File: config.mk
export PLATFORM = sky130hd
export DESIGN_NAME = fetch_controller
export DESIGN_NICKNAME = d
export VERILOG_FILES = /design/src/rtl/fetch_pkg.sv /design/src/rtl/fetch_controller.sv
export SDC_FILE = /design/constraint.sdc
export NUM_CORES = 1
export LEC_CHECK = 0
export ABC_AREA = 1
export CAP_MARGIN = 20
export CORE_UTILIZATION = 40
export CTS_CLUSTER_DIAMETER = 120
export DETAILED_ROUTE_END_ITERATION = 7
export PLACE_DENSITY_LB_ADDON = 0.25
export SYNTH_ARGS = -nofsm -noshare
export SYNTH_HDL_FRONTEND = slang
export SYNTH_SLANG_ARGS = --single-unit
File: constraint.sdc
create_clock -name clk -period 1.8 [get_ports clk]
set_input_delay 0.36 -clock clk [delete_from_list [all_inputs] [get_ports clk]]
set_output_delay 0.36 -clock clk [all_outputs]
set_load 0.1 [all_outputs]
File: src/rtl/fetch_pkg.sv
// Shared types and widths for the Redux-V fetch stage.
package fetch_pkg;

    localparam int ADDR_W  = 8;
    localparam int INSTR_W = 8;
    localparam int CNT_W   = 16;

    typedef enum logic [1:0] {
        IDLE  = 2'd0,
        RUN   = 2'd1,
        DRAIN = 2'd2
    } fetch_state_t;

endpackage

File: src/rtl/fetch_controller.sv
// Fetch sequencer: owns the PC, reads instruction memory and presents one
// registered instruction per cycle to decode over a valid/ready handshake.
module fetch_controller
    import fetch_pkg::*;
#(
    parameter int                ADDR_W   = fetch_pkg::ADDR_W,
    parameter int                INSTR_W  = fetch_pkg::INSTR_W,
    parameter logic [ADDR_W-1:0] RESET_PC = '0
) (
    input  logic               clk,
    input  logic               rst_n,
    input  logic               start,
    input  logic               halt_req,
    input  logic               redirect_valid,
    input  logic [ADDR_W-1:0]  redirect_pc,
    output logic [ADDR_W-1:0]  imem_addr,
    input  logic [INSTR_W-1:0] imem_data,
    output logic               out_valid,
    input  logic               out_ready,
    output logic [INSTR_W-1:0] out_instr,
    output logic [ADDR_W-1:0]  out_pc,
    output logic               running,
    output logic [CNT_W-1:0]   fetch_count
);

    fetch_state_t      state;
    fetch_state_t      state_next;
    logic [ADDR_W-1:0] pc;
    logic              slot_free;
    logic              fetch_en;
    logic              deliver;

    assign imem_addr = pc;
    assign running   = (state == RUN);
    assign slot_free = !out_valid || out_ready;

    // Redirect and halt both suppress the fetch; a redirect also voids any handshake.
    assign fetch_en = (state == RUN) && slot_free && !redirect_valid && !halt_req;
    assign deliver  = out_valid && out_ready && !redirect_valid;

    always_ff @(posedge clk or negedge rst_n) begin
        if (!rst_n) begin
            state <= IDLE;
        end else begin
            state <= state_next;
        end
    end

    always_comb begin
        state_next = state;
        case (state)
            IDLE: begin
                if (start && !halt_req) begin
                    state_next = RUN;
                end
            end
            RUN: begin
                if (halt_req) begin
                    state_next = DRAIN;
                end
            end
            DRAIN: begin
                if (!out_valid || out_ready) begin
                    state_next = IDLE;
                end
            end
            default: state_next = IDLE;
        endcase
    end

    always_ff @(posedge clk or negedge rst_n) begin
        if (!rst_n) begin
            pc        <= RESET_PC;
            out_valid <= 1'b0;
            out_instr <= '0;
            out_pc    <= '0;
        end else if (redirect_valid) begin
            pc        <= redirect_pc;
            out_valid <= 1'b0;
        end else if (fetch_en) begin
            out_instr <= imem_data;
            out_pc    <= pc;
            out_valid <= 1'b1;
            pc        <= pc + 1'b1;
        end else if (deliver) begin
            out_valid <= 1'b0;
        end
    end

    always_ff @(posedge clk or negedge rst_n) begin
        if (!rst_n) begin
            fetch_count <= '0;
        end else if (deliver && (fetch_count != {CNT_W{1'b1}})) begin
            fetch_count <= fetch_count + 1'b1;
        end
    end

endmodule

==> metrics.cfg, run 1 <==
[run_status]
outcome=completed

[clock_network]
ctsHtreeMaxLevel=2
clock_tree.buffer_depth=2
postCtsSetupBuffers=0
clk_transition_reported_paths_ps=90
cts.repair.resized=0
cts_num_sinks=43
cts_tree=done
tritoncts.num_buffers=5
clock_latency_ps=300
clock_tree.root_cell=clkbuf_8
cts_hold_repair.buffers=1

[routing]
dr.pass1.iters=4
post_dr_vias_cell=4.80
routed_wl_mm=5.41
avgRoutedWirePerCell_um=12.0
detail_route.drc_violations=0
route.antenna.remaining_nets=0
drtIter0Drc=151
num_vias=2160

[job]
max_cap_viol_count=0

[sta]
period_share_pct=89.1
unrepaired_setup_endpoints_after_global_routing=no
report.final.slew_viol_count=0
max_slew_margin_pct=70.9
timing.setup.tns_ps=0
finalHoldViolations=0
worst-slew-pin-transition_ps=437
fmax_mhz=624
setup_viol=0
period_minus_slack_ps=1600
fin_skew_ps=4.02

[critical_path]
path_delay_family=flip-flops
path_cells=ha_1, nand2_1, nor2_2, nand3_2, o21ai_4, inv_2, nand2_1, nand2_1
worstPathBufferInverterCount=1
timing.critical_path.slowest_cell_delay_ps=470
endpoint_kind=flip-flop
r2r_slack_ps=200
worst_setup_path_start_kind=flip-flop
timing.critical_path.mode_cell=nand2_1
crit_required_ps=2000
critical_path.slowest_cell=dfrtp_4
timing.critical_path.arrival_ps=1800
critPathKind=reg -> reg
worstPathMaxFanout=11

[final_layout]
layout-drive-gt1-share_pct=25.4
n_fill_cell=453
antenna-diode-count=0
fin_nets=401
layout-area-overhead-vs-synth_pct=59.0

[floorplanning]
initial_utilization_pct=41.4
die_width_um=77.3
die_area_mm2=0.00597
io_pins=64
row_count=27
die_height_um=77.3
coreArea_mm2=0.00547

[synthesis]
synthesis.yosys.warnings=0
synth.ff_latch_count=43
syn-instance-count=302
ys_seq_area_share_pct=47.5
synth.cell_area_mm2=0.00227
synthesis.nets=326
synth.lib_cells_used.distinct=26
synthesis.area_per_instance_um2=7.50

[power]
p_sw_share_pct=46.0
power.internal_mw=2.27
power.combinational.fraction_pct=49.8
power.share.clock_pct=18.2
power-per-cell-area_mw_per_mm2=1160
power_switching_mw=1.93
power_leakage_nw=1.65
seqPwrFrac_pct=32.0
peakVddDrop_v=0.000703
totalPowerFinal_mw=4.19

[hold_path]
worst_hold_path_type=in -> async

[placement]
routabilityCongestion=0.864
placement.io_buffers=63
hpwlAfterDp_mm=4.24

[global_routing]
grt-ovfl-total=0
grt_pass1_wl_mm=9.26
antenna_violations_before_repair=0
grt_pass1_vias=2112
global_route.usage.total_pct=19.7
largest_net_degree_at_the_start_of_global_routing=27

Yosys cell counts, drive strengths merged:
master | number | share of area, %
a21oi | 2 | 0.44
a31oi | 2 | 0.55
buf | 5 | 1.8
clkbuf | 2 | 0.33
dfrtp | 43 | 47
ha | 2 | 1.1
inv | 30 | 5.0
nand2 | 128 | 22
nand3 | 16 | 3.8
nand4 | 7 | 1.9
nor2 | 35 | 6.9
nor3 | 2 | 0.44
o211ai | 1 | 0.33
o21ai | 15 | 3.8
o22ai | 1 | 0.28
or2 | 1 | 0.28
xnor2 | 6 | 2.3
xor2 | 4 | 1.5
area by class of cell:
cell class,instances,area (um2),share of cell area (%)
flip-flops and latches,43,1110,30.7
multi-input cells,222,1030,28.6
clock inverters,3,43.8,1.22
repair buffers,75,1150,32.0
inverters,30,113,3.13
well taps,72,90.1,2.50
clock buffers,5,68.8,1.91
power by group through the flow:
stage	clock network (mW)	registers, mW	logic, mW
3_5_place_dp	0	1.36	2.10
3_3_place_gp	0	1.35	2.08
5_1_grt	0.815	1.36	2.17
2_1_floorplan	0	2.32	0.250
4_1_cts	0.778	1.34	2.10
6_report	0.764	1.34	2.09
cells by family after synthesis:
family,after synthesis,share of synthesized area [%]
AND/OR/NAND/NOR,189,35.1
flip-flops,43,47.5
buffers and inverters,37,7.07
AO/OA/AOI/OAI,21,5.41
XOR/XNOR,10,3.87
adder cells (fa/ha/maj),2,1.10
stage by stage:
step / std cells / instance area, um2 / hold WS [ps] / worst slack [ps] / util, %
6_report: 450 / 3600 / 517 / 196 / 65.8
5_1_grt: 450 / 3600 / 541 / 70.6 / 65.8
4_1_cts: 450 / 3600 / 521 / 181 / 65.8
3_5_place_dp: 441 / 3480 / 323 / 79.6 / 63.6
3_3_place_gp: 441 / 3480 / 323 / 98.8 / 63.6
2_1_floorplan: 302 / 2300 / 64.4 / 29.0 / -
state kept, by name, summed over array words and instances (netlist names):
signal,count
out_pc,8
out_instr,8
imem_addr,8
state,2
fetch_count,16
out_valid,1
cell usage in the layout (no fill, tap or decap), drive strengths merged, types with 4 or more instances in the layout:
cell           instances
nand4                  7
nor2                  35
clkdlybuf4s50         20
xor2                   4
nand2                128
xnor2                  6
o21ai                 15
inv                   30
nand3                 16
dfrtp                 43
clkbuf                 5
buf                   54
final timing paths:
check / start / endpoint / cells after the start
worst max-delay path: fetch_count[1] / fetch_count[15] / 8
worst min-delay path: rst_n / fetch_count[1] / 2
worst max register to register: fetch_count[1] / fetch_count[15] / 8
worst min register to register: state[1] / state[0] / 1
max in group asynchronous: rst_n / imem_addr[0] / 3
min in group clk: state[1] / state[0] / 1
per-layer routing:
layer	GRT usage, %	vias up	part of all wire [%]
met5	0	-	0
met4	9.62	0	2.4
met3	5.12	13	4.0
met2	33.9	57	50
met1	22.4	1001	43
li1	-	1089	-
Power figures use the tool's default switching activity.
==> run 2, diff against run 1 <==
Settings changed: CORE_UTILIZATION 40 to 43, GPL_ROUTABILITY_DRIVEN set to 0.
Clock period 1.8 ns to 1.33 ns, I/O delays scaled along.
==> metrics.cfg, run 2 (synthesis results as in run 1) <==
[sta]
worst-slew-pin-transition_ps=438  ; was 437 ps
report.final.slew_viol_count=0  ; unchanged
period_minus_slack_ps=1530  ; was 1600 ps
unrepaired_setup_endpoints_after_global_routing=yes  ; was no
fmax_mhz=654  ; was 624 MHz
setup_viol=46  ; was 0
max_slew_margin_pct=70.8  ; was 70.9%
fin_ws_ps=-200  ; was 196 ps
fin_skew_ps=10.8  ; was 4.02 ps
period_share_pct=115  ; was 89.1%
finalHoldViolations=0  ; unchanged

[final_layout]
final_util_pct=83.3  ; was 65.8%
fin_area_mm2=0.00423  ; was 0.00360 mm2
layout-area-overhead-vs-synth_pct=86.6  ; was 59.0%
fin_nets=452  ; was 401
n_fill_cell=281  ; was 453
regMostFlops=fetch_count  ; unchanged
layout-drive-gt1-share_pct=43.4  ; was 25.4%
most_common_cell_after_layout_fill_and_taps_aside=nand2_1  ; unchanged
layout_common_cells=99 x nand2_1, 45 x buf_12, 41 x buf_4  ; was 123 x nand2_1, 43 x buf_12, 31 x nor2_1
antenna-diode-count=0  ; unchanged
final_cell_count_no_fill=499  ; was 450
largest_register_ffs=16  ; unchanged

[placement]
hpwlAfterDp_mm=4.94  ; was 4.24 mm
instance_area_after_placement_mm2=0.00381  ; was 0.00348 mm2
place_worst_setup_slack_ps=-268  ; was 79.6 ps
placement.io_buffers=63  ; unchanged
number_of_instances_in_the_placed_design=475  ; was 441

[clock_network]
clock_tree.root_cell=clkbuf_8  ; unchanged
tritoncts.num_buffers=5  ; unchanged
ctsHtreeMaxLevel=2  ; unchanged
clk_transition_reported_paths_ps=90  ; about the same
cts_num_sinks=43  ; unchanged
clock_latency_ps=300  ; about the same
clock_tree.buffer_depth=2  ; unchanged
cts_tree=done  ; unchanged

[routing]
post_dr_vias_cell=5.10  ; was 4.80
num_vias=2546  ; was 2160
route.antenna.remaining_nets=0  ; unchanged
routed_wl_mm=7.70  ; was 5.41 mm
dr.pass1.iters=4  ; unchanged
detail_route.drc_violations=0  ; unchanged
drtIter0Drc=188  ; was 151
avgRoutedWirePerCell_um=15.4  ; was 12.0 um

[power]
power_switching_mw=2.76  ; was 1.93 mW
seqPwrFrac_pct=31.7  ; was 32.0%
power_leakage_nw=1.95  ; was 1.65 nW
totalPowerFinal_mw=5.80  ; was 4.19 mW
power-per-cell-area_mw_per_mm2=1370  ; was 1160 mW/mm2
peakVddDrop_v=0.00143  ; was 0.000703 V
power.combinational.fraction_pct=54.1  ; was 49.8%
power.internal_mw=3.04  ; was 2.27 mW
p_sw_share_pct=47.6  ; was 46.0%
power.share.clock_pct=14.2  ; was 18.2%

[global_routing]
largest_net_degree_at_the_start_of_global_routing=29  ; was 27
global_route.usage.total_pct=25.8  ; was 19.7%
grt_pass1_wl_mm=10.6  ; was 9.26 mm
grt-ovfl-total=0  ; unchanged
antenna_violations_before_repair=0  ; unchanged
grt_pass1_vias=2415  ; was 2112

[floorplanning]
io_pins=64  ; unchanged
initial_utilization_pct=44.6  ; was 41.4%
die_height_um=74.6  ; was 77.3 um
coreArea_mm2=0.00507  ; was 0.00547 mm2
die_area_mm2=0.00556  ; was 0.00597 mm2
die_width_um=74.6  ; was 77.3 um
row_count=26  ; was 27

[critical_path]
path_cells=nor2_4, buf_6, nand4_1, buf_6, buf_12, o22ai_2, nor2_1  ; was ha_1, nand2_1, nor2_2, nand3_2, o21ai_4, inv_2, nand2_1, nand2_1
critical_path.slowest_cell=dfrtp_1  ; was dfrtp_4
timing.critical_path.arrival_ps=1720  ; was 1800 ps
critPathKind=reg -> reg  ; unchanged
path_delay_family=buffers and inverters  ; was flip-flops
endpoint_kind=flip-flop  ; unchanged
timing.critical_path.slowest_cell_delay_ps=440  ; was 470 ps
worstPathBufferInverterCount=3  ; was 1
worstPathMaxFanout=7  ; was 11
crit_required_ps=1520  ; was 2000 ps
timing.critical_path.mode_cell=buf_6  ; was nand2_1
worst_setup_path_start_kind=flip-flop  ; unchanged

[hold_path]
worst_hold_path_type=in -> async  ; unchanged

[run_status]
outcome=complete, but fails checks  ; was completed
failed_checks=negative setup slack

[job]
max_cap_viol_count=0  ; unchanged

## run 2: cell count changes in the layout (fill, tap and decap cells not counted), sizes merged
cell / previous run / this run
buf: 54 / 105
clkbuf: 5 / 7
bufinv: 1 / 0
clkinv: 2 / 1
## run 2: layout make-up
type	instances	area [um2]	area share [%]
clock buffers	7	76.3	1.80
clock inverters	1	5.00	0.118
inverters	30	113	2.66
multi-input cells	222	1200	28.3
flip-flops and latches	43	1120	26.5
well taps	70	87.6	2.07
repair buffers	126	1630	38.5
## run 2: routing by layer
metal / up-vias / global-route usage (%) / routed length (um)
li1: 1194 / - / -
met1: 1221 / 28.7 / 2730
met2: 105 / 46.2 / 4310
met3: 26 / 5.15 / 372
met4: 0 / 13.8 / 293
met5: - / 0 / 0
## run 2: final timing paths
path | start | end | slack, ps | cells past startpoint
min in group clk | imem_data[1] | out_instr[1] | 510 | 3
worst min register to register | out_instr[1] | out_instr[1] | 550 | 2
worst min-delay path | rst_n | state[1] | 440 | 2
worst max register to register | state[1] | imem_addr[0] | -200 | 7
max in group asynchronous | rst_n | fetch_count[4] | 370 | 3
worst max-delay path | state[1] | imem_addr[0] | -200 | 7
## run 2: per-stage QoR
| stage | TNS (ps) | hold slack [ps] |
|---|---|---|
| 6_report | -4830 | 441 |
| 2_1_floorplan | -12480 | -29.6 |
| 5_1_grt | -6750 | 460 |
| 3_5_place_dp | -8770 | 228 |
| 4_1_cts | -1640 | 455 |
| 3_3_place_gp | -7230 | 211 |
## run 2: power by group through the flow
stage                     Combinational [mW]  Clock, mW  Sequential [mW]
after global placement                  2.94          0             1.81
after floorplan                        0.360          0             3.16
after detailed placement                2.98          0             1.81
after CTS                               3.00      0.829             1.79
after global routing                    3.25      0.887             1.86
final                                   3.14      0.824             1.84
## run 2: repair_timing
item / in CTS / in global routing
setup buffers: 7 / 6
hold buffers: 1 / 0
gates resized for setup: 9 / 61
cloned: 0 / 2
endpoints found under the setup margin: 24 / 53
endpoints found under the hold margin: 15 / 0
pin swaps: 2 / 11
==> run 3, diff against run 2 <==
Settings changed: CAP_MARGIN 20 to 10, SETUP_SLACK_MARGIN set to 0.5.
==> metrics.cfg, run 3 (synthesis results as in run 1) <==
[floorplanning]
die_height_um=74.6  ; unchanged
die_area_mm2=0.00556  ; unchanged
io_pins=64  ; unchanged
coreArea_mm2=0.00507  ; unchanged
row_count=26  ; unchanged
initial_utilization_pct=44.6  ; unchanged
die_width_um=74.6  ; unchanged

[sta]
fmax_mhz=576  ; was 654 MHz
fin_ws_ps=-406  ; was -200 ps
report.final.slew_viol_count=0  ; unchanged
fin_skew_ps=6.48  ; was 10.8 ps
unrepaired_setup_endpoints_after_global_routing=yes  ; unchanged
period_minus_slack_ps=1740  ; was 1530 ps
period_share_pct=130  ; was 115%
worst-slew-pin-transition_ps=463  ; was 438 ps
max_slew_margin_pct=69.0  ; was 70.8%
setup_viol=59  ; was 46
finalHoldViolations=0  ; unchanged

[critical_path]
worstPathBufferInverterCount=2  ; was 3
worst_setup_path_start_kind=flip-flop  ; unchanged
timing.reg2reg.worst_path_depth=10  ; was 7
path_cells=buf_6, buf_4, nand2_1, nor2_1, nand2_1, nor2_1, nand2_1, nand2_1, nand2_1, nand2_1  ; was nor2_4, buf_6, nand4_1, buf_6, buf_12, o22ai_2, nor2_1
critical_path.slowest_cell=dfrtp_4  ; was dfrtp_1
path_delay_family=simple AND/OR/NAND/NOR gates  ; was buffers and inverters
crit_required_ps=1570  ; was 1520 ps
timing.critical_path.slowest_cell_delay_ps=460  ; was 440 ps
critical_path_cell_count=10  ; was 7
critPathKind=reg -> reg  ; unchanged
timing.critical_path.mode_cell=nand2_1  ; was buf_6
timing.critical_path.arrival_ps=1980  ; was 1720 ps
endpoint_kind=flip-flop  ; unchanged
worstPathMaxFanout=2  ; was 7

[placement]
placement.io_buffers=63  ; unchanged
place_worst_setup_slack_ps=-336  ; was -268 ps
hpwlAfterDp_mm=4.78  ; was 4.94 mm

[final_layout]
layout-drive-gt1-share_pct=60.1  ; was 43.4%
layout-area-overhead-vs-synth_pct=113  ; was 86.6%
regMostFlops=fetch_count  ; unchanged
most_common_cell_after_layout_fill_and_taps_aside=nand2_1  ; unchanged
fin_nets=484  ; was 452
largest_register_ffs=16  ; unchanged
final_util_pct=95.3  ; was 83.3%
antenna-diode-count=0  ; unchanged
layout_common_cells=80 x nand2_1, 60 x buf_4, 45 x buf_12  ; was 99 x nand2_1, 45 x buf_12, 41 x buf_4

[global_routing]
global_route.usage.total_pct=32.1  ; was 25.8%
antenna_violations_before_repair=0  ; unchanged
largest_net_degree_at_the_start_of_global_routing=44  ; was 29
groute.layer.met3.usage_pct=6.64  ; was 5.15%
grt-ovfl-total=0  ; unchanged
grt_busiest_layer=met2  ; unchanged
grt.met2_usage_pct=55.5  ; was 46.2%
grt_pass1_wl_mm=13.1  ; was 10.6 mm
gr-usage-met1_pct=38.1  ; was 28.7%
grt_pass1_vias=2724  ; was 2415

[run_status]
failed_checks=negative setup slack  ; unchanged
outcome=complete, but fails checks  ; unchanged

[clock_network]
clock_tree.buffer_depth=2  ; unchanged
clock_latency_ps=310  ; was 300 ps
tritoncts.num_buffers=5  ; unchanged
cts_num_sinks=43  ; unchanged
ctsHtreeMaxLevel=2  ; unchanged
clock_tree.root_cell=clkbuf_8  ; unchanged
cts_tree=done  ; unchanged
clk_transition_reported_paths_ps=90  ; about the same

[power]
p_sw_share_pct=47.5  ; was 47.6%
power-per-cell-area_mw_per_mm2=1350  ; was 1370 mW/mm2
peakVddDrop_v=0.00112  ; was 0.00143 V
power_switching_mw=3.10  ; was 2.76 mW
power.internal_mw=3.43  ; was 3.04 mW
power.combinational.fraction_pct=57.2  ; was 54.1%
power_leakage_nw=2.18  ; was 1.95 nW
seqPwrFrac_pct=29.3  ; was 31.7%
power.share.clock_pct=13.5  ; was 14.2%

[routing]
post_dr_vias_cell=5.98  ; was 5.10
route.antenna.remaining_nets=0  ; unchanged
detail_route.drc_violations=0  ; unchanged
routed_wl_mm=12.3  ; was 7.70 mm
avgRoutedWirePerCell_um=23.2  ; was 15.4 um
drtIter0Drc=462  ; was 188
dr.pass1.iters=6  ; was 4
num_vias=3177  ; was 2546

[job]
max_cap_viol_count=0  ; unchanged

[hold_path]
worst_hold_path_type=in -> async  ; unchanged

run 3: cell count changes in the layout (fill, tap and decap cells not counted), sizes merged:
cell	change
clkinv	+2
clkbuf	-2
buf	+32
run 3: final timing paths:
check                                 from         endpoint  slack [ps]
max reg2reg                fetch_count[12]  fetch_count[15]        -410
max in group asynchronous            rst_n        out_pc[7]         570
max                        fetch_count[12]  fetch_count[15]        -410
min reg2reg                   out_instr[5]     out_instr[5]         590
min in group clk              imem_data[7]     out_instr[7]         530
min                                  rst_n   fetch_count[7]         500
run 3: power groups by stage:
stage	Sequential, mW	Combinational [mW]	Clock [mW]
after floorplan	3.29	0.357	0
after detailed placement	1.91	3.02	0
after global placement	1.91	2.98	0
after global routing	1.92	3.82	0.910
final	1.92	3.73	0.881
after CTS	1.88	3.17	0.818
run 3: routing by layer:
metal	up-vias	part of all wire, %
met5	-	0
met4	0	8.7
met3	125	11
met2	333	48
met1	1469	33
li1	1250	-
run 3: final cells by class:
cell class                      instances  area (um2)
Clock buffer                            5        68.8
Inverter                               30         120
Fill cell                             118         239
Tap cell                               70        87.6
Clock inverter                          3        15.0
Timing Repair Buffer                  158        1920
Sequential cell                        43        1230
Multi-Input combinational cell        222        1390
run 3: metrics by stage:
stage	setup TNS (ps)	hold WS (ps)	power [mW]	std cells	cell area (um2)
3_3_place_gp	-7910	260	4.88	473	3910
3_5_place_dp	-10120	260	4.93	473	3910
5_1_grt	-8870	527	6.65	531	4840
6_report	-6790	503	6.53	531	4840
4_1_cts	-1130	485	5.88	510	4390
2_1_floorplan	-12230	-29.6	3.65	302	2460
run 3: worst min-delay path, stage by stage:
cell           delay, ps
dlygate4sd3_1        550
buf_2                140
buf_12               240
run 3: what timing repair did:
action	CTS	global route
gates resized for setup	55	90
pin swaps	9	23
endpoints found under the hold margin	43	0
buffers inserted	27	21
gates cloned	1	0
setup endpoints to repair	84	85
hold buffers	1	0
